$ cat config.mk
export PLATFORM = sky130hd
export DESIGN_NAME = csr_ctrl
export DESIGN_NICKNAME = d
export VERILOG_FILES = /design/src/rtl/csr_ctrl.sv
export SDC_FILE = /design/constraint.sdc
export NUM_CORES = 2
export LEC_CHECK = 0
export BUFFER_PORTS_ARGS = -buffer_cell sky130_fd_sc_hd__clkbuf_2
export CORE_AREA = 2 2 314 316
export DETAILED_ROUTE_END_ITERATION = 6
export DIE_AREA = 0 0 316 318
export HOLD_SLACK_MARGIN = 0.15
export PLACE_DENSITY = 0.63
export SYNTH_ARGS = -nofsm -noshare
export SYNTH_HDL_FRONTEND = slang
export SYNTH_SLANG_ARGS = --single-unit
$ cat constraint.sdc
create_clock -name clk -period 4.1 [get_ports clk]
set_clock_uncertainty 0.1 [all_clocks]
set_input_delay 0.615 -clock clk [delete_from_list [all_inputs] [get_ports clk]]
set_output_delay 0.615 -clock clk [all_outputs]
set_load 0.005 [all_outputs]
$ cat src/rtl/csr_ctrl.sv
// Machine-mode CSR sequencer: two-cycle Zicsr read-modify-write, trap entry and MRET.
// Owns mscratch/mstatus/mcause/mtvec/mepc/cycle and exports them to the read decoder.
module csr_ctrl #(
  parameter int unsigned N    = 64,
  parameter int unsigned NCSR = 6
) (
  input  logic                      clk,
  input  logic                      reset_n,
  input  logic                      csr_req,
  input  logic [2:0]                csr_op,
  input  logic [11:0]               csr_addr,
  input  logic [N-1:0]              csr_wdata,
  input  logic [4:0]                csr_zimm,
  input  logic                      csr_src_zero,
  output logic [11:0]               csr_addr_q,
  input  logic [N-1:0]              csr_read,
  output logic [NCSR-1:0][N-1:0]    csr_out,
  output logic [N-1:0]              csr_rdata,
  output logic                      csr_done,
  output logic                      csr_illegal,
  input  logic                      trap_req,
  input  logic [N-1:0]              trap_cause,
  input  logic [N-1:0]              trap_pc,
  input  logic                      mret_req,
  output logic                      redirect_valid,
  output logic [N-1:0]              redirect_pc,
  output logic                      busy
);

  localparam logic [N-1:0] MstatusFixed = 'h1800;
  localparam logic [N-1:0] MstatusWmask = 'h88;
  localparam logic [N-1:0] Low2Mask     = 'h3;
  localparam logic [N-1:0] Bit1Mask     = 'h2;
  localparam logic [N-1:0] One          = 'h1;

  typedef enum logic [2:0] {StIdle, StRd, StWr, StTrap, StMret} state_e;

  state_e       state_q;
  logic [1:0]   op_q;
  logic [N-1:0] src_q, old_q, tcause_q, tpc_q;
  logic         srczero_q;
  logic [N-1:0] mscratch_q, mstatus_q, mcause_q, mtvec_q, mepc_q, cycle_q;

  logic         addr_ok, addr_ro, wr_req, illegal;
  logic [N-1:0] new_val, trap_target;

  assign csr_out[0] = mscratch_q;
  assign csr_out[1] = mstatus_q;
  assign csr_out[2] = mcause_q;
  assign csr_out[3] = mtvec_q;
  assign csr_out[4] = mepc_q;
  assign csr_out[5] = cycle_q;
  assign busy       = (state_q != StIdle);

  always_comb begin
    addr_ok = 1'b0;
    addr_ro = 1'b0;
    case (csr_addr_q)
      12'h300, 12'h305, 12'h340, 12'h341, 12'h342: addr_ok = 1'b1;
      12'h301, 12'hC00, 12'hF11, 12'hF12, 12'hF13, 12'hF14: begin
        addr_ok = 1'b1;
        addr_ro = 1'b1;
      end
      default: ;
    endcase
    // RW forms always write; RS/RC only when the source register/uimm is nonzero.
    wr_req  = (op_q == 2'b01) || !srczero_q;
    illegal = !addr_ok || (op_q == 2'b00) || (addr_ro && wr_req);
    case (op_q)
      2'b01:   new_val = src_q;
      2'b10:   new_val = old_q | src_q;
      2'b11:   new_val = old_q & ~src_q;
      default: new_val = old_q;
    endcase
    trap_target = mtvec_q & ~Low2Mask;
    if (mtvec_q[0] && tcause_q[N-1]) trap_target = trap_target + {tcause_q[N-3:0], 2'b00};
  end

  always_ff @(posedge clk or negedge reset_n) begin
    if (!reset_n) begin
      state_q        <= StIdle;
      csr_addr_q     <= '0;
      op_q           <= '0;
      src_q          <= '0;
      srczero_q      <= 1'b0;
      old_q          <= '0;
      tcause_q       <= '0;
      tpc_q          <= '0;
      csr_rdata      <= '0;
      csr_done       <= 1'b0;
      csr_illegal    <= 1'b0;
      redirect_valid <= 1'b0;
      redirect_pc    <= '0;
      mscratch_q     <= '0;
      mstatus_q      <= MstatusFixed;
      mcause_q       <= '0;
      mtvec_q        <= '0;
      mepc_q         <= '0;
      cycle_q        <= '0;
    end else begin
      cycle_q        <= cycle_q + One;
      csr_done       <= 1'b0;
      csr_illegal    <= 1'b0;
      redirect_valid <= 1'b0;
      case (state_q)
        StIdle: begin
          if (trap_req) begin
            tcause_q <= trap_cause;
            tpc_q    <= trap_pc;
            state_q  <= StTrap;
          end else if (mret_req) begin
            state_q <= StMret;
          end else if (csr_req) begin
            csr_addr_q <= csr_addr;
            op_q       <= csr_op[1:0];
            src_q      <= csr_op[2] ? {{(N-5){1'b0}}, csr_zimm} : csr_wdata;
            srczero_q  <= csr_src_zero;
            state_q    <= StRd;
          end
        end
        StRd: begin
          old_q   <= csr_read;
          state_q <= StWr;
        end
        StWr: begin
          csr_done    <= 1'b1;
          csr_illegal <= illegal;
          csr_rdata   <= illegal ? '0 : old_q;
          if (!illegal && wr_req) begin
            case (csr_addr_q)
              12'h300: mstatus_q  <= (new_val & MstatusWmask) | MstatusFixed;
              12'h305: mtvec_q    <= new_val & ~Bit1Mask;
              12'h340: mscratch_q <= new_val;
              12'h341: mepc_q     <= new_val & ~Low2Mask;
              12'h342: mcause_q   <= new_val;
              default: ;
            endcase
          end
          state_q <= StIdle;
        end
        StTrap: begin
          mepc_q         <= tpc_q & ~Low2Mask;
          mcause_q       <= tcause_q;
          // MPIE <= MIE, MIE <= 0
          mstatus_q      <= {mstatus_q[N-1:8], mstatus_q[3], mstatus_q[6:4], 1'b0,
                             mstatus_q[2:0]};
          redirect_valid <= 1'b1;
          redirect_pc    <= trap_target;
          state_q        <= StIdle;
        end
        StMret: begin
          // MIE <= MPIE, MPIE <= 1
          mstatus_q      <= {mstatus_q[N-1:8], 1'b1, mstatus_q[6:4], mstatus_q[7],
                             mstatus_q[2:0]};
          redirect_valid <= 1'b1;
          redirect_pc    <= mepc_q;
          state_q        <= StIdle;
        end
        default: state_q <= StIdle;
      endcase
    end
  end

endmodule

**Word-level counts from Yosys, hierarchy flattened**

Index checks and enable logic that the tools add are counted.

- Add/subtract/negate cells: 2
- Mux-type cells: 23
- Bitwise gates (word level): 7
- Reductions and logical operators: 26
- Equality and inequality tests: 23

Operators with widths:

| kind | count |
|---|---|
| 64-bit two-way mux | 9 |
| 64-bit case mux with 2 select lines | 3 |
| 64-bit case mux with 3 select lines | 2 |
| 12-bit by 10-bit equality test with 1-bit output (second input constant) | 6 |
| 64-bit by 1-bit adder with 64-bit output (second input constant) | 1 |
| 64-bit adder | 1 |
| 64-bit AND | 1 |
| 64-bit inverter | 1 |
| 64-bit bitwise OR | 1 |
| 12-bit equality test (second input constant) | 5 |
| 3-bit AND reduction | 5 |
| 11-bit OR reduction | 1 |
| 3-bit two-way mux | 3 |
| 3-bit by 2-bit equality test with 1-bit output (second input constant) | 2 |
| 3-bit case mux with 2 select lines | 1 |
| 3-bit nonzero test | 2 |
| 6-bit OR reduction | 1 |
| 1-bit two-way mux | 5 |
| 5-bit AND reduction | 1 |
| 2-bit equality test (second input constant) | 2 |
| 2-bit by 1-bit != test with 1-bit output (second input constant) | 2 |
| 2-bit != test (second input constant) | 2 |
| 4-bit != test (second input constant) | 1 |
| 1-bit inverter | 4 |
| other kinds (12) | 19 |

- Input bits: 282
- Output and inout bits: 528
- Word-level logic and storage cells: 101
- Register bits after elaboration: 788

**Depth between registers and ports, before layout**

- Word-level depth: 10
- Depth in mapped cells: 14
- Mapped depth without buffers: 14

**Worst setup path before layout**

OpenSTA, ideal clock, no wires.

- Kind: reg2reg
- From: reg mtvec_q[2]
- To: reg redirect_pc[62]
- Setup slack: 0.705 ns
- Period minus slack after synthesis: 3.395 ns
- Buffers on the path: 0
- Required time: 3.874 ns
- Setup time: 0.126 ns
- Data arrival time: 3.169 ns
- Stages on the path, launching flop included: 15
- Cells stage by stage: dfrtp_1 -> ha_1 -> fa_1 -> a211oi_1 -> o211ai_1 -> o211ai_1 -> a211oi_2 -> o31a_2 -> a221oi_4 -> o31ai_2 -> and3_4 -> o22ai_2 -> xor2_1 -> a21oi_1 -> a221o_1

- Cells in the longest elaborated chain, start to end: 3

Ends and longest elaborated chain:

| what | line | source |
|---|---|---|
| start, declared | 42 | `logic [N-1:0] mscratch_q, mstatus_q, mcause_q, mtvec_q, mepc_q, cycle_q;` |
| start signal, assigned | 132 | `12'h305: mtvec_q <= new_val & ~Bit1Mask;` |
| 64-bit adder | 76 | `if (mtvec_q[0] && tcause_q[N-1]) trap_target = trap_target + {tcause_q[N-3:0], 2'b00};` |
| 64-bit two-way mux | 76 |  |
| 64-bit case mux with 2 select lines | 105 | `case (state_q)` |
| end signal, assigned | 148 | `redirect_pc <= trap_target;` |
| end signal, assigned | 156 | `redirect_pc <= mepc_q;` |
| end, declared | 26 | `output logic [N-1:0] redirect_pc,` |

Every way passes these cells.
A chain may end at the register's enable or synchronous reset.

**Final worst setup path**

- From: reg tcause_q[0]
- To: reg redirect_pc[62]

- Cells in the longest elaborated chain, start to end: 3

Ends and longest elaborated chain:

| what | line | source |
|---|---|---|
| start, declared | 40 | `logic [N-1:0] src_q, old_q, tcause_q, tpc_q;` |
| start signal, assigned | 108 | `tcause_q <= trap_cause;` |
| 64-bit adder | 76 |  |
| 64-bit two-way mux | 76 |  |
| 64-bit case mux with 2 select lines | 105 |  |

Every way passes these cells.

==> flow_summary.json <==
{
  "synth_common_cells": "dfrtp_1, nand2_1, o21ai_0",
  "p_switching_mw": 11.27,
  "synth_area_leaders": "dfrtp_1, o21ai_0, mux2_2",
  "placed_area_um2": 39570,
  "portBuffers": 742,
  "hpwl_um": 92690,
  "overflow": 0,
  "worstSetupStartpointType": "flop",
  "drt-wirelength-per-cell_um": 22.14,
  "holdPathStages": 3,
  "wl_um": 129400,
  "setup_tns_ns": 0,
  "syn_area_per_cell_um2": 9.761,
  "dr.pass1.iters": 7,
  "drive_gt1_frac": 0.2692,
  "final_nets": 4836,
  "fp.dieArea_um2": 100500,
  "cp_max_fo": 3,
  "worst_pin_slew_ns": 1.304,
  "ant_nets": 0,
  "grt_max_degree": 155,
  "synth_area_um2": 34410,
  "antenna_found_initial": 12,
  "max-vdd-ir-drop_v": 0.0004888,
  "async_reset_ff_frac": 1.000,
  "r2r_start": "tcause_q[0]",
  "internal_power_mw": 17.58,
  "yosysTopAreaCellShare": 0.5236,
  "gp_congestion": 0.8983,
  "fp.dieH_um": 318,
  "p_comb_frac": 0.352,
  "clk_latency_ns": 0.66,
  "status": "finished, final reports clean",
  "fp.dieW_um": 316,
  "powerDensity_nw_per_um2": 640.4,
  "hp-start": "csr_zimm[1]",
  "crit_start": "tcause_q[0]",
  "critPathArrivalTime_ns": 4.27,
  "power_frac_seq": 0.387,
  "cap_viol_max_count": 0,
  "clock_power_share": 0.261,
  "design_area_um2": 45050,
  "rr_worst_depth": 14,
  "areaGrowthSynthToFinish_pct": 30.92,
  "synth_area_leader_cell": "dfrtp_1",
  "cts_root_buf": "clkbuf_16",
  "track_usage": 0.2540,
  "synthFlopType": "dfrtp_1",
  "cts_buffer_depth": 3,
  "io-pin-count": 810,
  "synth-edff-count": 0,
  "grt_pass1_vias": 29960,
  "cts_buffers": 85,
  "end_kind": "flop",
  "post-route-period-util": 0.9366,
  "grt_first_pass_wirelength_um": 192800,
  "slew_headroom": 0.1216,
  "yosysMostFrequentCell": "dfrtp_1",
  "drtIter0Drc": 2443,
  "worst-endpoint-required_ns": 4.53,
  "vias_per_cell": 5.244,
  "numClockSinks": 721,
  "swShare": 0.3907,
  "ys_types": 80,
  "core_area_um2": 97410,
  "period_minus_slack_ns": 3.840,
  "tritoncts": "yes",
  "fp-row-count": 115,
  "synth.ff_latch_count": 721,
  "leakage_nw": 21.03,
  "cts_max_level": 3,
  "seq_area_frac_synth": 0.5244,
  "hold_viol": 0,
  "synth_warnings": 0,
  "drc": 0,
  "maxSlewViolCount": 0,
  "postSynthCellCount": 3525,
  "fmax_mhz": 260.4,
  "setup_violations": 0,
  "holdCritPathClass": "primary input to flop",
  "clkTransAtPathRegs_ns": 0.06,
  "vias": 30650,
  "start_util": 0.3532,
  "rsz0062_at_grt": "false",
  "path_class": "flop to flop"
}
## through the flow
step	cells	total power, mW	hold slack [ns]	util	setup slack (ns)
after CTS	5838	28.92	0.1523	0.4621	0.04703
final	5844	28.85	0.2000	0.4624	0.2600
after floorplan	3589	16.24	0.2194	-	0.7051
after global routing	5841	30.46	0.2177	0.4623	0.04019
after global placement	5418	20.85	0.3561	0.4062	0.06317
after detailed placement	5418	21.10	0.3672	0.4062	0.07819
## state kept, by name, indices dropped and copies added (netlist names)
register        count
csr_rdata          64
cycle_q            64
mcause_q           64
mscratch_q         64
old_q              64
src_q              64
tcause_q           64
mtvec_q            63
mepc_q             62
redirect_pc        62
tpc_q              62
csr_addr_q         12
mstatus_q           3
state_q             3
op_q                2
csr_done            1
csr_illegal         1
redirect_valid      1
srczero_q           1
## layout by cell type (no fill, tap or decap), types with 65 or more instances in the layout
cell           count
a211oi_1          70
a21oi_1          295
buf_4             79
clkbuf_16         85
clkbuf_2         741
conb_1            65
dfrtp_1          718
dlygate4sd3_1    273
mux2_2           207
nand2_1          540
nand2b_1          69
nor2_1           200
nor2b_1           72
o21ai_0          522
xnor2_1           83
## power groups by stage
stage          clock network (mW)  registers [mW]  logic, mW
2_1_floorplan                   0            10.6       5.67
3_3_place_gp                    0            11.1       9.73
3_5_place_dp                    0            11.2       9.88
4_1_cts                      7.67            11.1       10.1
5_1_grt                      7.98            11.4       11.1
6_report                     7.53            11.2       10.2
## critical path, cell delays in order (launching register included)
cell,delay (ns)
dfrtp_1,0.39
ha_1,0.25
fa_2,0.42
a211oi_2,0.30
o211ai_1,0.17
o211ai_1,0.20
a211oi_2,0.18
o31a_2,0.38
a221oi_4,0.35
o31ai_2,0.15
and3_4,0.21
o22ai_2,0.10
xor2_1,0.17
a21oi_1,0.09
a221o_1,0.27
## cell families after synthesis
kind of cell / count (synthesis) / synth area share
AND/OR/NAND/NOR: 1017 / 0.1308
flip-flops: 721 / 0.5244
other: 1 / 0.0001090
adder cells (fa/ha/maj): 64 / 0.02342
buffers and inverters: 317 / 0.04247
XOR/XNOR: 118 / 0.03004
multiplexers: 216 / 0.07036
AO/OA/AOI/OAI: 1071 / 0.1784
## layout make-up
| class | instances | area (µm²) |
|---|---|---|
| fillers | 9120 | 52370 |
| inverters | 24 | 90.09 |
| clock inverters | 37 | 385.4 |
| multi-input cells | 2551 | 15240 |
| repair buffers | 1108 | 7330 |
| flip-flops and latches | 721 | 18050 |
| well taps | 1287 | 1610 |
| clock buffers | 110 | 2331 |
| diodes | 6 | 15.01 |
## metal layers
layer / up-vias / wire length [µm] / GRT usage
li1: 14120 / - / -
met2: 1168 / 59420 / 0.3974
met3: 257 / 9233 / 0.05419
met1: 15100 / 54980 / 0.3366
met5: - / 34 / 0
met4: 6 / 5710 / 0.1148
## worst paths after layout
kind | endpoint | slack [ns]
worst max-delay path | redirect_pc[62] | 0.26
worst min-delay path | src_q[1] | 0.20
worst max register to register | redirect_pc[62] | 0.26
worst min register to register | mepc_q[37] | 0.37
max in group asynchronous | mcause_q[53] | 2.28
min in group asynchronous | csr_rdata[18] | 0.50
## what timing repair did
action | 4_1_cts | 5_1_grt
gates resized for setup | 0 | 3
buffers inserted | 0 | 0
hold buffers | 273 | 0
setup endpoints to repair | 0 | 3
hold endpoints to repair | 351 | 0
Power figures use the tool's default switching activity.
